`src/rtl/dmem_pkg.sv`:
```
// Shared types for the data-memory arbiter.
//   dmctrl_e    : load/store size and extension codes carried on *_req_ctrl
//   arb_state_e : transaction sequencer states
//   owner_e     : which port owns the transaction in flight
package dmem_pkg;

    typedef enum logic [2:0] {
        LS_B  = 3'b000,
        LS_H  = 3'b001,
        LS_W  = 3'b010,
        LS_BU = 3'b100,
        LS_HU = 3'b101
    } dmctrl_e;

    typedef enum logic [1:0] {
        ST_IDLE,
        ST_ACCESS,
        ST_WAIT,
        ST_RESP
    } arb_state_e;

    typedef enum logic {
        OWN_CORE = 1'b0,
        OWN_DMA  = 1'b1
    } owner_e;

endpackage

```
`src/rtl/dmem_lane_align.sv`:
```
// Combinational lane alignment for one load/store request.
//   ctrl, we, addr_lo : request size/extension code, direction, byte offset in word
//   wdata             : low-aligned store data
//   rdata             : raw memory word
//   be, wdata_rep     : byte enables and lane-replicated store data
//   rdata_ext         : selected lane, sign- or zero-extended
//   misalign, illegal : offset not a multiple of the access size / bad ctrl code
module dmem_lane_align
    import dmem_pkg::*;
(
    input  logic [2:0]  ctrl,
    input  logic        we,
    input  logic [1:0]  addr_lo,
    input  logic [31:0] wdata,
    input  logic [31:0] rdata,
    output logic [3:0]  be,
    output logic [31:0] wdata_rep,
    output logic [31:0] rdata_ext,
    output logic        misalign,
    output logic        illegal
);

    logic [7:0]  lane_b;
    logic [15:0] lane_h;

    assign lane_b = rdata[{addr_lo, 3'b000} +: 8];
    assign lane_h = addr_lo[1] ? rdata[31:16] : rdata[15:0];

    always_comb begin
        // NOTE: every output gets a default first so no path through the case infers a latch.
        be        = 4'b0000;
        wdata_rep = 32'h0;
        rdata_ext = 32'h0;
        misalign  = 1'b0;
        illegal   = 1'b0;
        case (ctrl)
            LS_B, LS_BU: begin
                be        = 4'b0001 << addr_lo;
                wdata_rep = {4{wdata[7:0]}};
                rdata_ext = (ctrl == LS_B) ? {{24{lane_b[7]}}, lane_b} : {24'h0, lane_b};
                illegal   = we && (ctrl == LS_BU);
            end
            LS_H, LS_HU: begin
                be        = 4'b0011 << {addr_lo[1], 1'b0};
                wdata_rep = {2{wdata[15:0]}};
                rdata_ext = (ctrl == LS_H) ? {{16{lane_h[15]}}, lane_h} : {16'h0, lane_h};
                misalign  = addr_lo[0];
                illegal   = we && (ctrl == LS_HU);
            end
            LS_W: begin
                be        = 4'b1111;
                wdata_rep = wdata;
                rdata_ext = rdata;
                misalign  = (addr_lo != 2'b00);
            end
            default: illegal = 1'b1;
        endcase
    end

endmodule

```
`src/rtl/dmem_arbiter.sv`:
```
// Two-port arbiter/sequencer in front of a word-organised data memory.
// One transaction in flight; the core (c_*) and DMA (d_*) ports share it.
//   c_req_* / d_req_*  : valid/ready request channel (we, ctrl, byte addr, wdata)
//   c_rsp_* / d_rsp_*  : one-cycle response pulse with extended rdata and error flag
//   mem_*              : single-cycle access strobe, byte enables, word address, data;
//                        mem_rdata is valid the cycle after a read strobe
// Bad requests (illegal ctrl, misaligned, out of range) skip the memory and
// answer with rsp_err one cycle after acceptance.
module dmem_arbiter
    import dmem_pkg::*;
#(
    parameter int MEM_WORDS = 1024,
    parameter bit RR        = 1'b1,
    localparam int AW       = $clog2(MEM_WORDS)
) (
    input  logic          clk,
    input  logic          rst_n,
    input  logic          c_req_valid,
    output logic          c_req_ready,
    input  logic          c_req_we,
    input  logic [2:0]    c_req_ctrl,
    input  logic [31:0]   c_req_addr,
    input  logic [31:0]   c_req_wdata,
    output logic          c_rsp_valid,
    output logic [31:0]   c_rsp_rdata,
    output logic          c_rsp_err,
    input  logic          d_req_valid,
    output logic          d_req_ready,
    input  logic          d_req_we,
    input  logic [2:0]    d_req_ctrl,
    input  logic [31:0]   d_req_addr,
    input  logic [31:0]   d_req_wdata,
    output logic          d_rsp_valid,
    output logic [31:0]   d_rsp_rdata,
    output logic          d_rsp_err,
    output logic          mem_en,
    output logic          mem_we,
    output logic [3:0]    mem_be,
    output logic [AW-1:0] mem_addr,
    output logic [31:0]   mem_wdata,
    input  logic [31:0]   mem_rdata
);

    localparam logic [33:0] ADDR_LIMIT = 34'(MEM_WORDS) << 2;

    arb_state_e      state, state_next;
    owner_e          owner_q, last_grant_q;
    logic            we_q, err_q;
    logic [2:0]      ctrl_q;
    logic [AW+1:0]   addr_q;
    logic [31:0]     wdata_q, rdata_q;

    logic            c_win, d_win, accept;
    logic            sel_we;
    logic [2:0]      sel_ctrl;
    logic [31:0]     sel_addr, sel_wdata;
    logic            req_err, out_of_range;

    logic            la_we;
    logic [2:0]      la_ctrl;
    logic [1:0]      la_addr_lo;
    logic [31:0]     la_wdata;
    logic [3:0]      la_be;
    logic [31:0]     la_wdata_rep, la_rdata_ext;
    logic            la_misalign, la_illegal;

    // With both ports valid, round-robin hands the grant to the port that was
    // not served last; the pointer resets to "DMA last" so the core goes first.
    always_comb begin
        c_win = 1'b0;
        d_win = 1'b0;
        if (state == ST_IDLE) begin
            c_win = c_req_valid && (!d_req_valid || !RR || last_grant_q == OWN_DMA);
            d_win = d_req_valid && !c_win;
        end
    end

    assign accept    = c_win || d_win;
    assign sel_we    = d_win ? d_req_we    : c_req_we;
    assign sel_ctrl  = d_win ? d_req_ctrl  : c_req_ctrl;
    assign sel_addr  = d_win ? d_req_addr  : c_req_addr;
    assign sel_wdata = d_win ? d_req_wdata : c_req_wdata;

    // One aligner serves both phases: in IDLE it classifies the incoming
    // request, afterwards it works on the latched one (lanes in ACCESS,
    // load extension in WAIT).
    assign la_we      = (state == ST_IDLE) ? sel_we         : we_q;
    assign la_ctrl    = (state == ST_IDLE) ? sel_ctrl       : ctrl_q;
    assign la_addr_lo = (state == ST_IDLE) ? sel_addr[1:0]  : addr_q[1:0];
    assign la_wdata   = (state == ST_IDLE) ? sel_wdata      : wdata_q;

    dmem_lane_align u_align (
        .ctrl      (la_ctrl),
        .we        (la_we),
        .addr_lo   (la_addr_lo),
        .wdata     (la_wdata),
        .rdata     (mem_rdata),
        .be        (la_be),
        .wdata_rep (la_wdata_rep),
        .rdata_ext (la_rdata_ext),
        .misalign  (la_misalign),
        .illegal   (la_illegal)
    );

    assign out_of_range = {2'b00, sel_addr} >= ADDR_LIMIT;
    assign req_err      = la_misalign || la_illegal || out_of_range;

    always_comb begin
        state_next  = state;
        c_req_ready = 1'b0;
        d_req_ready = 1'b0;
        c_rsp_valid = 1'b0;
        c_rsp_rdata = 32'h0;
        c_rsp_err   = 1'b0;
        d_rsp_valid = 1'b0;
        d_rsp_rdata = 32'h0;
        d_rsp_err   = 1'b0;
        mem_en      = 1'b0;
        mem_we      = 1'b0;
        mem_be      = 4'b0000;
        mem_addr    = '0;
        mem_wdata   = 32'h0;
        case (state)
            ST_IDLE: begin
                c_req_ready = c_win;
                d_req_ready = d_win;
                if (accept) state_next = req_err ? ST_RESP : ST_ACCESS;
            end
            ST_ACCESS: begin
                mem_en     = 1'b1;
                mem_we     = we_q;
                mem_be     = la_be;
                mem_addr   = addr_q[AW+1:2];
                mem_wdata  = la_wdata_rep;
                state_next = we_q ? ST_RESP : ST_WAIT;
            end
            ST_WAIT: state_next = ST_RESP;
            ST_RESP: begin
                if (owner_q == OWN_CORE) begin
                    c_rsp_valid = 1'b1;
                    c_rsp_rdata = rdata_q;
                    c_rsp_err   = err_q;
                end else begin
                    d_rsp_valid = 1'b1;
                    d_rsp_rdata = rdata_q;
                    d_rsp_err   = err_q;
                end
                state_next = ST_IDLE;
            end
            default: state_next = ST_IDLE;
        endcase
    end

    always_ff @(posedge clk or negedge rst_n) begin
        if (!rst_n) begin
            state        <= ST_IDLE;
            owner_q      <= OWN_CORE;
            last_grant_q <= OWN_DMA;
            we_q         <= 1'b0;
            err_q        <= 1'b0;
            ctrl_q       <= 3'b000;
            addr_q       <= '0;
            wdata_q      <= 32'h0;
            rdata_q      <= 32'h0;
        end else begin
            // NOTE: non-blocking assignments so every register samples pre-edge values.
            state <= state_next;
            if (accept) begin
                owner_q      <= d_win ? OWN_DMA : OWN_CORE;
                last_grant_q <= d_win ? OWN_DMA : OWN_CORE;
                we_q         <= sel_we;
                err_q        <= req_err;
                ctrl_q       <= sel_ctrl;
                addr_q       <= sel_addr[AW+1:0];
                wdata_q      <= sel_wdata;
                rdata_q      <= 32'h0;
            end
            if (state == ST_WAIT) rdata_q <= la_rdata_ext;
        end
    end

endmodule
```
`config.mk`:
```
export PLATFORM = sky130hd
export DESIGN_NAME = dmem_arbiter
export DESIGN_NICKNAME = d
export VERILOG_FILES = /design/src/rtl/dmem_pkg.sv /design/src/rtl/dmem_lane_align.sv /design/src/rtl/dmem_arbiter.sv
export SDC_FILE = /design/constraint.sdc
export NUM_CORES = 1
export LEC_CHECK = 0
export BUFFER_PORTS_ARGS = -buffer_cell sky130_fd_sc_hd__buf_2
export CAP_MARGIN = 20
export CORE_MARGIN = 2
export CORE_UTILIZATION = 52
export CTS_CLUSTER_DIAMETER = 100
export DETAILED_ROUTE_END_ITERATION = 7
export GPL_TIMING_DRIVEN = 0
export PLACE_DENSITY = 0.88
export SLEW_MARGIN = 20
export SYNTH_ARGS = -nofsm -noshare
export SYNTH_HDL_FRONTEND = slang
export SYNTH_HIERARCHICAL = 1
export SYNTH_SLANG_ARGS = --single-unit
```
`constraint.sdc`:
```
create_clock -name clk -period 8.4 [get_ports clk]
set_input_delay 2.52 -clock clk [delete_from_list [all_inputs] [get_ports clk]]
set_output_delay 2.52 -clock clk [all_outputs]
set_load 0.01 [all_outputs]
```
==> results of run 1 <==
[worst max-delay path by stage]
stage / to / cells after the start / slack (ns)
final: mem_wdata[15] / 14 / 0.66
after global placement: mem_wdata[15] / 14 / 0.74
after floorplan: mem_wdata[11] / 13 / 1.58
after global routing: mem_wdata[15] / 14 / 0.47
after CTS: mem_wdata[15] / 14 / 0.68
after detailed placement: mem_wdata[15] / 14 / 0.70
[where the power goes]
| group | leakage [nW] | total (W) | internal, W | switching (W) |
|---|---|---|---|---|
| Clock | 0.139 | 0.000384 | 0.000211 | 0.000173 |
| Combinational | 3.46 | 0.00214 | 0.000826 | 0.00131 |
| Sequential | 1.08 | 0.000723 | 0.000603 | 0.000121 |
[per-layer routing]
| layer | track usage (%) | up-vias |
|---|---|---|
| met4 | 13.7 | 0 |
| li1 | - | 3319 |
| met3 | 5.84 | 51 |
| met1 | 40.2 | 3255 |
| met2 | 59.4 | 398 |
| met5 | 0 | - |
[worst max-delay path, stage by stage]
cell	delay, ns
buf_2	0.13
nand2_1	0.08
a21o_1	0.10
buf_6	0.15
buf_6	0.21
mux2i_1	0.41
a21oi_1	0.21
nor2_1	0.21
and2_1	0.14
clkbuf_1	0.26
buf_2	0.33
a21o_1	0.17
and2_1	0.15
buf_2	0.14
[synthesized netlist by cell type, drive strengths merged, types with 2 or more instances]
cell | instances | share of area, %
clkbuf | 40 | 2.4
dfrtp | 84 | 34
nor3b | 3 | 0.36
buf | 29 | 3.5
o31ai | 3 | 0.58
nand3 | 9 | 0.72
nand4 | 2 | 0.20
nor2b | 9 | 1.1
and2 | 91 | 9.1
a21oi | 59 | 4.8
ha | 5 | 1.0
mux2i | 61 | 9.8
nor3 | 2 | 0.42
a221o | 13 | 2.1
nor4 | 10 | 1.0
mux2 | 7 | 1.3
nand2 | 136 | 8.2
a21o | 17 | 2.0
inv | 12 | 0.72
nand2b | 4 | 0.40
o22ai | 2 | 0.20
o21ai | 101 | 8.2
nor2 | 56 | 3.4
and3 | 33 | 3.3
[cell usage in the layout (no fill, tap or decap), types with 4 or more instances in the layout]
| cell type | netlist | routed |
|---|---|---|
| clkbuf_1 | 39 | 39 |
| nand2_1 | 136 | 136 |
| mux2_2 | 7 | 7 |
| and2_1 | 91 | 91 |
| o21ai_1 | 49 | 49 |
| inv_1 | 11 | 11 |
| clkbuf_16 | 0 | 9 |
| nor2b_1 | 7 | 7 |
| dfrtp_1 | 84 | 84 |
| a21oi_1 | 58 | 58 |
| and3_1 | 33 | 33 |
| buf_4 | 3 | 4 |
| buf_2 | 6 | 294 |
| buf_1 | 8 | 8 |
| nor2_1 | 56 | 56 |
| nand2b_1 | 4 | 4 |
| o21ai_0 | 50 | 50 |
| nand3_1 | 9 | 9 |
| buf_6 | 12 | 12 |
| ha_1 | 5 | 5 |
| nor4_1 | 10 | 10 |
| mux2i_1 | 61 | 61 |
| a21o_1 | 17 | 17 |
| a221o_1 | 13 | 13 |
[kinds of logic (layout without fill, tap and decap cells)]
kind of cell             count (synthesis)  count (layout)  synth area share (%)
AND/OR/NAND/NOR                        357             357                  28.6
flip-flops                              85              85                  34.2
adder cells (fa/ha/maj)                  5               5                  1.00
AO/OA/AOI/OAI                          199             199                  18.5
multiplexers                            68              68                  11.1
buffers and inverters                   81             387                  6.65
other                                    0               1                     0
[state kept, by name, summed over array words and instances (netlist names)]
name and flops:
state 2, we_q 1, owner_q 1, err_q 1
last_grant_q 1, wdata_q 32, addr_q 12, ctrl_q 3
rdata_q 32
[per-stage QoR]
step	worst slack (ns)	hold WS (ns)	total power (W)	utilization [%]	instances
final	0.655	0.475	0.00324	70.6	1245
after global routing	0.469	0.496	0.00349	70.6	1245
after CTS	0.681	0.477	0.00320	70.6	1244
after detailed placement	0.701	0.463	0.00281	68.1	1228
after global placement	0.736	0.454	0.00276	67.9	1227
after floorplan	1.58	0.442	0.00218	-	795
[layout make-up]
class | instances | area share, %
Buffer | 69 | 4.52
Antenna cell | 1 | 0.0306
Sequential cell | 85 | 26.0
Timing Repair Buffer | 290 | 18.1
Inverter | 12 | 0.551
Tap cell | 143 | 2.19
Multi-Input combinational cell | 629 | 45.1
Clock inverter | 6 | 0.582
Clock buffer | 10 | 2.92
==> out/metrics.cfg, run 1 <==
[run_status]
status=finished clean

[synth]
ys_seq_elements=85
avgSynthCellArea_sq_um=7.83
synthFlopType=dfrtp_1
synth_nets=972
ys_types=42
synth-edff-count=0
synth_area_sq_um=6230
ys_seq_area_share_pct=34.2
async_flop_share_pct=100
ys.warnings.count=6
syn_inst=795

[cts]
worstSkewPairLatency_ns=0.35
clk_pin_slew_ns=0.06
cts_tree=yes
cts_resized=0
holdBufCountCts=0
clockRootBuffer=clkbuf_16
cts_buffers=9
cts_htree_levels=3
postCtsSetupBuffers=0
cts.path.max_buffers=2
clock_sinks=85

[critical_path]
r2r_start=state[0]
cp-end-kind=output port
required_ns=5.88
crit_arrival_ns=5.22
crit_start=d_req_valid
start_kind=input pin
r2r-end=err_q
worstRegToRegCells=19
setup.worst_path.class=input pin to output port
rrSetupSlack_ns=4.77
cp_max_fo=10

[timing]
rsz0062_at_grt=no
fin_skew_ns=0.0117
slew_headroom_pct=51.8
worst_pin_slew_ns=0.716
fin_crit_ns=7.74
post-route-period-util_pct=92.2
setup_violations=0
final_hold_viol_count=0
fmax_mhz=129
tns_ns=0
final_max_slew_viol_count=0

[final_layout]
final_cell_area_sq_um=8170
area_growth_pct=31.2
multi_input_area_sq_um=3680
fill_cells=1026
nets=1273
regArea_sq_um=2130
drive_gt1_share_pct=31.3

[die]
die_w_microns=113
ios=290
initial_core_util_pct=53.8
floorplan.die_area_sq_um=12900
core_sq_um=11600
row_count=39
chipHeight_microns=113

[hold_path]
hold_class=flip-flop to flip-flop
holdPathEnd=addr_q[4]
hp-start=addr_q[4]
whs_path_depth=2

[detailed_routing]
vias=7023
dr.pass1.iters=5
wirelength_mm=21.7
ant_nets=0
maxUsedRoutingLayer=met4
drt_iter0_markers=481
wl_met3_mm=1.71
wl_met2_mm=10.8
vias_per_cell=5.64
drt-met1-wl_mm=8.49
drc=0
wire_per_inst_microns=17.4

[global_route]
antenna_found_initial=1
grtUsageTotal_pct=33.4
grt_max_degree=48
grt_pass1_vias=6785
grt_pass1_wl_mm=33.7
grt_overflow=0

[power]
leakage_nw=4.68
p_per_area_nw_per_um2=397
ir_drop_uv=196

[placement]
hpwlAfterDp_mm=17.0
place_area_sq_um=7880
routabilityCongestion=0.913
io_buffers=289

[run]
cap_viol_max_count=0

No activity file was read; power rests on OpenSTA's default activity.
==> run 2, diff against run 1 <==
--- a/config.mk
+++ b/config.mk
@@ -8,11 +8,10 @@
 export BUFFER_PORTS_ARGS = -buffer_cell sky130_fd_sc_hd__buf_2
 export CAP_MARGIN = 20
 export CORE_MARGIN = 2
-export CORE_UTILIZATION = 52
+export CORE_UTILIZATION = 35
 export CTS_CLUSTER_DIAMETER = 100
 export DETAILED_ROUTE_END_ITERATION = 7
 export GPL_TIMING_DRIVEN = 0
-export PLACE_DENSITY = 0.88
 export SLEW_MARGIN = 20
 export SYNTH_ARGS = -nofsm -noshare
 export SYNTH_HDL_FRONTEND = slang
==> out/metrics.cfg, run 2 (same netlist as run 1, synthesis figures left out) <==
[final_layout]
largestRegisters=rdata_q: 32 flops, wdata_q: 32 flops, addr_q: 12 flops
final_common_cell=buf_2
diodes=0
final_cell_area_sq_um=8300
mostFrequentLayoutCells=buf_2, nand2_1, and2_1
nets=1273
drive_gt1_share_pct=31.2
area_growth_pct=33.3
fill_cells=1784

[timing]
holdWs_ns=0.474
worst_slack_ns=0.649
fin_crit_ns=7.75
setup_violations=0
slew_headroom_pct=42.2
final_max_slew_viol_count=0
post-route-period-util_pct=92.3
fin_skew_ns=0.00760
worst_pin_slew_ns=0.858
rsz0062_at_grt=no
fmax_mhz=129
tns_ns=0
final_hold_viol_count=0

[global_route]
top_usage_layer=met2
grtUsageMet2_pct=41.0
grt_max_degree=49
antenna_found_initial=0
grt_pass1_wl_mm=35.0
met1_usage_pct=32.4
grt_overflow=0
grt_use_met3_pct=3.05
grt_pass1_vias=6374
grtUsageTotal_pct=24.6

[cts]
cts_buffers=9
cts_tree=yes
cts_htree_levels=3
cts.path.max_buffers=2
holdBufCountCts=0
cts_resized=0
postCtsSetupBuffers=0
clock_sinks=85
clockRootBuffer=clkbuf_16
worstSkewPairLatency_ns=0.35
clk_pin_slew_ns=0.06

[hold_path]
hold_class=flip-flop to flip-flop

[critical_path]
setup.worst_path.class=input pin to output port
crit_arrival_ns=5.23
cp_max_fo=10
cp-end-kind=output port
required_ns=5.88
start_kind=input pin

[power]
fin_total_pwr_w=0.00331
p_per_area_nw_per_um2=399
leakage_nw=4.70
ir_drop_uv=160

[die]
ios=290
die_w_microns=137
chipHeight_microns=137
row_count=48
core_sq_um=17400
initial_core_util_pct=35.9
floorplan.die_area_sq_um=18900

[detailed_routing]
drc=0
drt_iter0_markers=325
wire_per_inst_microns=17.4
vias=6755
wirelength_mm=23.1
dr.pass1.iters=5
vias_per_cell=5.10
ant_nets=0

[placement]
routabilityCongestion=0.919
io_buffers=289
dp_slack_ns=0.695
place_area_sq_um=7980
hpwlAfterDp_mm=18.1

[run_status]
status=finished clean

[run]
cap_viol_max_count=0

run 2: changes by cell type in the layout (fill, tap and decap cells not counted), sizes merged:
cell | previous run | this run
clkbuf | 50 | 51
diode | 1 | 0
bufinv | 0 | 2
clkinv | 4 | 1
inv | 13 | 12
run 2: layout make-up:
| type | count | area, sq um | area share [%] |
|---|---|---|---|
| multi-input combinational | 629 | 3680 | 44.4 |
| buffer | 69 | 369 | 4.45 |
| clock buffer | 11 | 243 | 2.92 |
| clock inverter | 4 | 72.6 | 0.874 |
| inverter | 12 | 45.0 | 0.543 |
| sequential | 85 | 2130 | 25.6 |
| timing repair buffer | 290 | 1480 | 17.8 |
| tap | 225 | 282 | 3.39 |
run 2: worst max-delay path, stage by stage:
cell and delay (ns):
buf_2 0.12, nand2_1 0.07, a21o_1 0.16, buf_6 0.14
buf_6 0.16, mux2i_1 0.17, a21oi_1 0.16, buf_4 0.21
buf_2 0.28, buf_1 0.51, nor2_1 0.22, a21o_1 0.20
and2_1 0.14, buf_2 0.13
run 2: per-stage QoR:
stage,util (%),cells
after floorplan,-,795
after global placement,45.8,1309
after detailed placement,46.0,1310
after CTS,47.8,1325
after global routing,47.8,1325
final,47.8,1325
run 2: path summary, 6_finish.rpt:
check                                 start       endpoint  slack (ns)  depth (start not counted)
worst max-delay path            d_req_valid  mem_wdata[12]        0.65                         14
worst min-delay path              addr_q[6]      addr_q[6]        0.47                          2
worst max register to register     state[0]          err_q        4.74                         19
worst min register to register    addr_q[6]      addr_q[6]        0.47                          2
max in group asynchronous             rst_n   last_grant_q        5.58                          2
min in group asynchronous             rst_n     rdata_q[2]        2.15                          1
run 2: metal layers:
layer / share of wire, % / up-vias
met5: 0 / -
met4: 3.0 / 0
met3: 6.3 / 34
met2: 47 / 287
met1: 44 / 3122
li1: - / 3312
run 2: report_power, final:
group	leakage, nW	internal (W)	switching, W	total, W
registers	1.08	0.000603	0.000119	0.000722
logic	3.46	0.000826	0.00132	0.00215
clock network	0.152	0.000267	0.000173	0.000439
total	4.70	0.00170	0.00161	0.00331
==> run 3, diff against run 2 <==
--- a/config.mk
+++ b/config.mk
@@ -8,10 +8,11 @@
 export BUFFER_PORTS_ARGS = -buffer_cell sky130_fd_sc_hd__buf_2
 export CAP_MARGIN = 20
 export CORE_MARGIN = 2
-export CORE_UTILIZATION = 35
+export CORE_UTILIZATION = 45
 export CTS_CLUSTER_DIAMETER = 100
 export DETAILED_ROUTE_END_ITERATION = 7
 export GPL_TIMING_DRIVEN = 0
+export PLACE_DENSITY = 0.78
 export SLEW_MARGIN = 20
 export SYNTH_ARGS = -nofsm -noshare
 export SYNTH_HDL_FRONTEND = slang
==> out/metrics.cfg, run 3 (same netlist as run 1, synthesis figures left out) <==
[global_route]
grtUsageMet2_pct=50.4
antenna_found_initial=0
grtUsageTotal_pct=28.8
top_usage_layer=met2
grt_use_met3_pct=4.92
grt_max_degree=53
grt_pass1_wl_mm=32.8
grt_overflow=0
met1_usage_pct=35.6
grt_pass1_vias=6445

[critical_path]
crit_arrival_ns=5.27
start_kind=input pin
cp_max_fo=10
cp_num_buf_inv=7
cp.depth=14
cp-end-kind=output port
worstRegToRegCells=19
crit_top_cell=buf_2
cp_slowest_cell=buf_1
max_stage_delay_ns=0.52
setup.worst_path.class=input pin to output port
required_ns=5.88
cp_cell_sequence=buf_2 > nand2_1 > a21o_1 > buf_6 > buf_6 > mux2i_1 > a21oi_1 > buf_4 > buf_2 > buf_1 > nor2_1 > a21o_1 > and2_1 > buf_2
crit_family=buffers and inverters

[detailed_routing]
vias=6742
wire_per_inst_microns=16.9
dr.pass1.iters=5
drt_iter0_markers=496
ant_nets=0
vias_per_cell=5.28
wirelength_mm=21.5
drc=0

[timing]
fin_skew_ns=0.00490
final_hold_viol_count=0
fin_crit_ns=7.79
worst_pin_slew_ns=0.693
fmax_mhz=128
slew_headroom_pct=53.3
worst_slack_ns=0.606
rsz0062_at_grt=no
final_max_slew_viol_count=0
holdWs_ns=0.474
post-route-period-util_pct=92.8
tns_ns=0
setup_violations=0

[cts]
clk_pin_slew_ns=0.06
cts_tree=yes
worstSkewPairLatency_ns=0.34
cts_htree_levels=3
cts_resized=0
postCtsSetupBuffers=0
cts_buffers=9
clockRootBuffer=clkbuf_16
cts.path.max_buffers=2
clock_sinks=85
holdBufCountCts=0

[final_layout]
final_cell_area_sq_um=8200
nets=1273
area_growth_pct=31.8
mostFrequentLayoutCells=buf_2, nand2_1, and2_1
fill_cells=1274
final_common_cell=buf_2
largestRegisters=rdata_q: 32 flops, wdata_q: 32 flops, addr_q: 12 flops
diodes=0
drive_gt1_share_pct=31.2

[die]
initial_core_util_pct=46.5
die_w_microns=122
row_count=42
ios=290
chipHeight_microns=122
core_sq_um=13400
floorplan.die_area_sq_um=14800

[placement]
dp_slack_ns=0.681
hpwlAfterDp_mm=17.1
routabilityCongestion=0.960
io_buffers=289
place_area_sq_um=7920

[power]
ir_drop_uv=185
p_per_area_nw_per_um2=393
leakage_nw=4.68

[hold_path]
whs_path_depth=2
hold_class=flip-flop to flip-flop

[run_status]
status=finished clean

[run]
cap_viol_max_count=0

==> run 3: cell type report <==
type	count	area (sq um)	area share [%]
multi-input cells	629	3680	44.9
flip-flops and latches	85	2130	25.9
repair buffers	290	1480	18.0
plain buffers	69	369	4.50
clock buffers	10	229	2.79
well taps	176	220	2.68
clock inverters	5	52.6	0.641
inverters	12	45.0	0.549
==> run 3: per-stage QoR <==
stage,power (W),cells,util (%)
floorplan,0.00218,795,-
detailed placement,0.00282,1261,59.1
CTS,0.00321,1276,61.2
finish,0.00322,1276,61.2
global route,0.00349,1276,61.2
global placement,0.00278,1260,58.9
==> run 3: worst min-delay path, cell delays in order, from the launching register on <==
cell and delay [ns]:
dfrtp_1 0.33, nand2_1 0.04, o21ai_0 0.06
==> run 3: per-layer routing <==
| metal | up-vias | part of all wire (%) |
|---|---|---|
| li1 | 3315 | - |
| met1 | 3071 | 41 |
| met2 | 320 | 49 |
| met3 | 36 | 7.1 |
| met4 | 0 | 2.7 |
| met5 | - | 0 |
==> run 3: worst paths after layout <==
check                                to  slack (ns)   startpoint
min in group asynchronous    rdata_q[1]        2.12        rst_n
max reg2reg                    state[1]        4.69     state[0]
max in group asynchronous  last_grant_q        5.62        rst_n
max                        mem_wdata[8]        0.61  d_req_valid
min                          addr_q[11]        0.47   addr_q[11]
min reg2reg                  addr_q[11]        0.47   addr_q[11]
==> run 3: power breakdown <==
group / switching, W / internal [W]
clock: 0.000158 / 0.000227
combinational: 0.00129 / 0.000826
sequential: 0.000119 / 0.000603
total: 0.00157 / 0.00166
